## src/rtl/sap_pkg.sv

```systemverilog
// sap_pkg: shared widths and button-conditioner state encodings for the SAP RAM block.
package sap_pkg;
   localparam int SAP_ADDR_W = 4;
   localparam int SAP_DATA_W = 8;
   typedef enum logic [1:0] {ST_IDLE, ST_CNT, ST_HELD} cond_state_t;
endpackage

```

## src/rtl/sap_button_cond.sv

```systemverilog
// sap_button_cond: synchronise a raw push button, debounce it and emit one pulse per press.
module sap_button_cond
   import sap_pkg::*;
#(
   parameter int DEBOUNCE_CYCLES = 4
) (
   input  logic i_clk,
   input  logic i_rst,
   input  logic i_btn,
   output logic o_pulse
);
   localparam int CW = $clog2(DEBOUNCE_CYCLES + 1);
   localparam logic [CW-1:0] C_MAX = CW'(DEBOUNCE_CYCLES);
   localparam logic [CW-1:0] C_LOW = CW'(DEBOUNCE_CYCLES - 1);

   logic          r_s1, r_s2;
   cond_state_t   r_state, w_state_nxt;
   logic [CW-1:0] r_cnt, w_cnt_nxt;

   always_ff @(posedge i_clk or posedge i_rst) begin
      if (i_rst) begin
         r_s1    <= 1'b0;
         r_s2    <= 1'b0;
         r_state <= ST_IDLE;
         r_cnt   <= '0;
      end else begin
         r_s1    <= i_btn;
         r_s2    <= r_s1;
         r_state <= w_state_nxt;
         r_cnt   <= w_cnt_nxt;
      end
   end

   // r_cnt counts stable-high cycles in CNT and consecutive low cycles in HELD
   always_comb begin
      w_state_nxt = r_state;
      w_cnt_nxt   = r_cnt;
      o_pulse     = 1'b0;
      case (r_state)
         ST_IDLE: begin
            if (r_s2) begin
               w_state_nxt = ST_CNT;
               w_cnt_nxt   = CW'(1);
            end
         end
         ST_CNT: begin
            if (r_cnt == C_MAX) begin
               o_pulse     = 1'b1;
               w_state_nxt = ST_HELD;
               w_cnt_nxt   = '0;
            end else if (!r_s2) begin
               w_state_nxt = ST_IDLE;
               w_cnt_nxt   = '0;
            end else begin
               w_cnt_nxt = r_cnt + 1'b1;
            end
         end
         ST_HELD: begin
            if (r_s2) begin
               w_cnt_nxt = '0;
            end else if (r_cnt == C_LOW) begin
               w_state_nxt = ST_IDLE;
               w_cnt_nxt   = '0;
            end else begin
               w_cnt_nxt = r_cnt + 1'b1;
            end
         end
         default: begin
            w_state_nxt = ST_IDLE;
            w_cnt_nxt   = '0;
         end
      endcase
   end
endmodule

```

## src/rtl/sap_ram_param.sv

```systemverilog
// sap_ram_param: SAP RAM with internal MAR, bus-driven run mode and front-panel programming mode.
module sap_ram_param
   import sap_pkg::*;
#(
   parameter int ADDR_W          = SAP_ADDR_W,
   parameter int DATA_W          = SAP_DATA_W,
   parameter int DEBOUNCE_CYCLES = 4
) (
   input  logic              clk,
   input  logic              clear,
   input  logic              prog_mode,
   input  logic              auto_inc,
   input  logic [ADDR_W-1:0] dipswitch_addr,
   input  logic [DATA_W-1:0] dipswitch_data,
   input  logic              addr_button,
   input  logic              write_button,
   input  logic [DATA_W-1:0] bus_in,
   input  logic              load_addr_reg,
   input  logic              write_enable,
   input  logic              output_enable,
   output logic [DATA_W-1:0] bus_out,
   output logic [ADDR_W-1:0] mar_out,
   output logic [DATA_W-1:0] mem_display
);
   logic [DATA_W-1:0] r_mem [0:(2**ADDR_W)-1];
   logic [ADDR_W-1:0] r_mar;
   logic              r_mode_m, r_mode_s, r_mode_d;
   logic              w_addr_pulse, w_wr_pulse;
   logic              w_prog, w_run, w_addr_p, w_wr_p, w_we;
   logic [ADDR_W-1:0] w_waddr, w_mar_base, w_mar_nxt;
   logic [DATA_W-1:0] w_wdata;

   sap_button_cond #(.DEBOUNCE_CYCLES(DEBOUNCE_CYCLES)) u_addr_cond (
      .i_clk(clk), .i_rst(clear), .i_btn(addr_button), .o_pulse(w_addr_pulse)
   );

   sap_button_cond #(.DEBOUNCE_CYCLES(DEBOUNCE_CYCLES)) u_wr_cond (
      .i_clk(clk), .i_rst(clear), .i_btn(write_button), .o_pulse(w_wr_pulse)
   );

   // button pulses are only honoured once the synchronised mode has been stable for a cycle
   assign w_run    = ~r_mode_s;
   assign w_prog   = r_mode_s & r_mode_d;
   assign w_addr_p = w_prog & w_addr_pulse;
   assign w_wr_p   = w_prog & w_wr_pulse;

   assign w_mar_base = w_addr_p ? dipswitch_addr : r_mar;
   assign w_waddr    = w_wr_p ? w_mar_base : r_mar;
   assign w_wdata    = w_wr_p ? dipswitch_data : bus_in;
   assign w_we       = w_wr_p | (w_run & write_enable);
   assign w_mar_nxt  = w_run ? (load_addr_reg ? bus_in[ADDR_W-1:0] : r_mar)
                             : ((w_wr_p & auto_inc) ? w_mar_base + 1'b1 : w_mar_base);

   always_ff @(posedge clk or posedge clear) begin
      if (clear) begin
         r_mode_m <= 1'b0;
         r_mode_s <= 1'b0;
         r_mode_d <= 1'b0;
         r_mar    <= '0;
      end else begin
         r_mode_m <= prog_mode;
         r_mode_s <= r_mode_m;
         r_mode_d <= r_mode_s;
         r_mar    <= w_mar_nxt;
      end
   end

   always_ff @(posedge clk) begin
      if (w_we) r_mem[w_waddr] <= w_wdata;
   end

   assign mar_out     = r_mar;
   assign mem_display = r_mem[r_mar];
   assign bus_out     = (output_enable & w_run) ? r_mem[r_mar] : '0;
endmodule
```

## config.mk

```make
export PLATFORM = sky130hd
export DESIGN_NAME = sap_ram_param
export DESIGN_NICKNAME = d
export VERILOG_FILES = /design/src/rtl/sap_pkg.sv /design/src/rtl/sap_button_cond.sv /design/src/rtl/sap_ram_param.sv
export SDC_FILE = /design/constraint.sdc
export NUM_CORES = 1
export LEC_CHECK = 0
export CORE_ASPECT_RATIO = 2
export CORE_MARGIN = 8
export CORE_UTILIZATION = 52
export DETAILED_ROUTE_END_ITERATION = 8
export PLACE_DENSITY = 0.75
export SETUP_SLACK_MARGIN = 0.1
export SKIP_CTS_REPAIR_TIMING = 1
export SLEW_MARGIN = 20
export SYNTH_ARGS = -nofsm -noshare
export SYNTH_HDL_FRONTEND = slang
export SYNTH_SLANG_ARGS = --single-unit
export TNS_END_PERCENT = 100
```

## constraint.sdc

```tcl
create_clock -name clk -period 2.3 [get_ports clk]
set_clock_uncertainty 0.15 [all_clocks]
set_input_delay 0.46 -clock clk [delete_from_list [all_inputs] [get_ports clk]]
set_output_delay 0.46 -clock clk [all_outputs]
set_load 0.01 [all_outputs]
```

# Word-level counts from Yosys, hierarchy flattened
# Memories as Yosys holds them, arrays and structs flattened.
# Index checks and enable logic that the tools add are counted.
# totals
ram_bits,128
mem_count,1
input_bits,29
ff_bits,21
# classes
add_sub_neg,3
reduce_logical,5
n_bitwise,8
n_eq_ne,16
mux,37
# mem_list
memory,words,word_bits,rd,rd_clocked_by_memory_dff,write_ports,line_no,rtl
r_mem,16,8,1,0,1,sap_ram_param.sv:25,logic [DATA_W-1:0] r_mem [0:(2**ADDR_W)-1];
# op_table
operator,count
$mux 3,10
$mux 2,10
$mux 4,5
$pmux 3 s3,2
$mux 8,2
$pmux 2 s3,2
$ne 2x1->1 const B,4
$reduce_and 4->1,2
$add 3x1->3 const B,2
$and 1x1->1,6
$eq 3x2->1 const B,2
$eq 3x3->1 const B,2
$mux 1,6
$ne 3x3->1 const B,2
$add 4x1->4 const B,1
$eq 2x1->1 const B,2
$eq 2x2->1 const B,2
$logic_not 2->1,2
$ne 2x2->1 const B,2
$reduce_bool 2->1,1
$not 1->1,1
$or 1x1->1,1

# Depth between registers and ports, before layout
# depth
word_depth,8
ltp_mapped,8
ltp_nobuf,7

# By module
# From an unflattened synthesis, not the netlist that was laid out.
# hier_totals
hier_cells,380
area_unflattened_um2,6527.5
# by_module_without_submodules
module,instances,cells_per_inst,seq_area_each_um2,area_each_um2
sap_ram_param,1,310,4018.9,5796.8
sap_button_cond,2,35,175.2,365.4

# Worst setup path after synthesis
# No wires, ideal clock.
# synth_path
path_kind,reg2out
from,"register r_mar[1], in the netlist mar_out[1]"
to,output bus_out[1]
arrival_time_ns,1.986
path_buffers,2
slack_ns,-0.296
stages_incl_launch_ff,6
cell_sequence,dfrtp_1 buf_2 clkbuf_1 mux4_2 mux4_2 and2_1
# synth_between
elab_chain_len,2
# synth_lines
item,line_no,rtl
"start, declared",sap_ram_param.sv:26,logic [ADDR_W-1:0] r_mar;
"start signal, assigned",sap_ram_param.sv:64,r_mar <= w_mar_nxt;
$mem_v2 16x8,-,
net mem_display[1],sap_ram_param.sv:23,output logic [DATA_W-1:0] mem_display
$mux 8,sap_ram_param.sv:74,assign bus_out = (output_enable & w_run) ? r_mem[r_mar] : '0;
"end, declared",sap_ram_param.sv:21,"output logic [DATA_W-1:0] bus_out,"
# The timed path passes the listed nets, and every way through them passes these cells.

# Worst setup path after layout
# layout_path
from,"register r_mar[0], in the netlist mar_out[0]"
to,output bus_out[6]
# layout_between
elab_chain_len,2
# layout_lines
item,line_no
$mem_v2 16x8,-
$mux 8,sap_ram_param.sv:74
# No other way between the ends.

==> key figures <==
Clock network
  • CTS tree: yes
  • Root Driver: clkbuf_16
  • CTS H-tree depth: 4
  • Total CTS buffers: 17
  • Clk buf depth: 2
  • Clock latency at the later pin of the worst-skew pair: between 0.4 and 0.5 ns
  • Clk slew on worst S/H paths: around 0.060 ns
  • Num Clock Sinks: 149

Cells and area
  • Area occupied by multi-input gates: ~2100 um^2
  • Number of diodes: 0
  • Final net count: slightly below 500
  • Fillers: between 700 and 800
  • Layout cell share with drive strength beyond 1: roughly 41%
  • FF/Latch Area: around 4400 um^2
  • Area delta synth->final: 33.96%
  • Finished layout cell area: around 8500 um^2

Placed design
  • Routability cong.: ~0.91
  • Port-buffer cells: 48
  • Detailed Place HPWL: 9.514 mm
  • Placed Area: 7468 um^2

Status
  • Failing checks: setup timing
  • Status: complete, but fails checks

Synth
  • Main area contributors after synthesis: edfxtp_1 (61%), mux4_2 (13%), dfrtp_1 (8.3%)
  • Syn Inst Count: approximately 350
  • Synth cell count leaders: edfxtp_1 (128), mux4_2 (36), nor2_1 (24)
  • Seq/Total Area, Yosys: between 60 and 70%
  • Predominant post-synthesis flop cell: edfxtp_1
  • Post-synth ARST share: about 14%
  • Yosys warnings: 0
  • Number of synthesized register bits: 149
  • Synth cell types: 47
  • Synth Net Count: 390
  • Yosys top cell by area: edfxtp_1
  • Netlist Area Pre-Place: 6330 um^2
  • Number of flops mapped to enable cells by yosys: ~130
  • Synthesized area per cell: about 18 um^2
  • Share of the synthesized area in the top cell type: between 60% and 70%
  • Most common cell in the netlist: edfxtp_1

Hold path
  • Class of the worst hold path: reg2reg

Floorplanning
  • Die area: approximately 16000 um^2
  • Number of primary I/O pins: around 50
  • Die Y: about 170 um
  • Site row count: 57
  • Starting Density: 52.83%
  • Core ar.: ~12000 um^2
  • DIE WIDTH: roughly 94 um

Detailed routing
  • Top sig layer: met4
  • Via count: between 3000 and 4000
  • Final WL: about 15 mm
  • Metal1 wirelength: between 5 and 6 mm
  • WL met2: ~8.4 mm
  • Drt pass-1 iters: 4
  • Wirelength per Cell: around 24 um
  • DR iter-0 viols: ~240
  • Vias per cell: ~6
  • DR WL met3: 648 um
  • Residual DRC: 0
  • Detail Route Antenna Nets: 0

STA
  • Hold Violations, Final: 0
  • Fmax: around 0.33 GHz
  • Max-slew headroom: between 60% and 70%
  • Min Tclk post-route: 3.050 ns
  • Period utilization: 132.6%
  • Worst Hold Slack: approximately 0.2 ns
  • RSZ-0062 raised after global routing: true
  • Setup violators final: about 140
  • Post-route setup slack: -0.7498 ns
  • Worst Tran Pin Value: around 0.45 ns
  • Slew Limit Fails: 0

Worst setup path
  • Crit-path max FO: 8
  • Crit path DAT: roughly 2.4 ns
  • Critical path required time: roughly 1.7 ns
  • CP Class: reg2out
  • CP Capture Type: output pin
  • CP startpoint kind: flop

Global routing
  • Largest net degree at the start of global routing: 33
  • First-pass GRT wire length: approximately 22 mm
  • Initial antenna violation count: 0
  • GRT Residual Overflow: 0
  • Vias in the first global route: 3867
  • Tot GR Track Use: a little under a fifth

Power
  • Pleak: 2.983 nW
  • Maximum vdd drop: 723.8 uV
  • P per Cell Area: between 700 and 800 nW/um^2
  • Tot Pwr: ~6.7 mW

Flow run
  • Max-Cap Viols: 0
[flip-flops by register name, summed over array words and instances (netlist names)]
register / cells
u_addr_cond.r_s2: 1
u_wr_cond.r_s1: 1
u_addr_cond.r_state: 2
u_wr_cond.r_state: 2
r_mem: 128
r_mode_m: 1
mar_out: 4
u_addr_cond.r_cnt: 3
u_addr_cond.r_s1: 1
u_wr_cond.r_s2: 1
r_mode_d: 1
r_mode_s: 1
u_wr_cond.r_cnt: 3
[final timing paths]
check                                    from          endpoint  slack (ns)  cells past startpoint
min in group asynchronous               clear  u_addr_cond.r_s2        0.24                      3
hold reg to reg              u_addr_cond.r_s1  u_addr_cond.r_s2        0.20                      0
setup reg to reg           u_wr_cond.r_cnt[1]       r_mem[7][3]       -0.18                      8
max in group asynchronous               clear        mar_out[0]        1.51                      3
setup / recovery                   mar_out[0]        bus_out[6]       -0.75                      6
hold / removal               u_addr_cond.r_s1  u_addr_cond.r_s2        0.20                      0
[layer usage]
metal	GRT usage, %	vias to the layer above
li1	-	1629
met1	21.83	1936
met2	32.99	156
met3	3.826	20
met4	5.976	0
met5	0	-
[metrics by stage]
step | cells | worst slack (ns) | TNS [ns] | utilization, %
floorplan | 353 | -0.2294 | -2.094 | -
global placement | 567 | -0.5831 | -20.53 | 62.33
detailed placement | 567 | -0.6035 | -32.97 | 62.33
CTS | 599 | -1.087 | -43.85 | 67.11
global route | 619 | -0.8012 | -42.37 | 70.77
finish | 619 | -0.7498 | -29.30 | 70.77
[kinds of logic after synthesis]
family                     after synthesis  synth area share [%]
and+or+nand+nor                         69                 5.673
muxes                                   51                 16.37
AOI/OAI and AO/OA                       40                 4.230
DFF                                    149                 69.03
adders and majority gates                8                 1.581
buffers and inverters                   32                 2.569
xor gates and xnor gates                 4                0.5536
[critical path: stages, from the launching register on]
cell and delay, ns:
dfrtp_2 0.43, buf_12 0.14, clkbuf_16 0.16, mux4_2 0.50, mux4_2 0.51, and2_4 0.17, buf_6 0.11
[area by class of cell]
cell class | count | area share [%]
Clock buffer | 18 | 5.061
Timing Repair Buffer | 102 | 13.72
Multi-Input combinational cell | 173 | 25.10
Tap cell | 147 | 2.169
Sequential cell | 149 | 51.56
Inverter | 16 | 0.7083
Clock inverter | 14 | 1.682
[power by group]
part | total, mW | switching (mW) | leakage [nW] | internal, mW
combinational | 1.05 | 0.501 | 1.30 | 0.554
sequential | 3.04 | 0.0399 | 1.41 | 3.00
clock | 2.64 | 1.12 | 0.276 | 1.52
[cells in the final DEF (no fill, tap or decap), types with 7 or more instances in the layout]
cell | synthesis | layout
buf_12 | 1 | 17
mux4_2 | 36 | 36
buf_6 | 3 | 16
nor2_4 | 0 | 17
buf_4 | 0 | 27
a21oi_1 | 9 | 9
dfrtp_1 | 21 | 19
inv_1 | 15 | 11
nor2_1 | 24 | 7
clkbuf_16 | 0 | 20
nand2_1 | 10 | 9
clkdlybuf4s50_1 | 0 | 31
and2_4 | 0 | 8
edfxtp_1 | 128 | 128
mux2_2 | 0 | 8
Note: power is estimated with default switching activity, not from simulation.
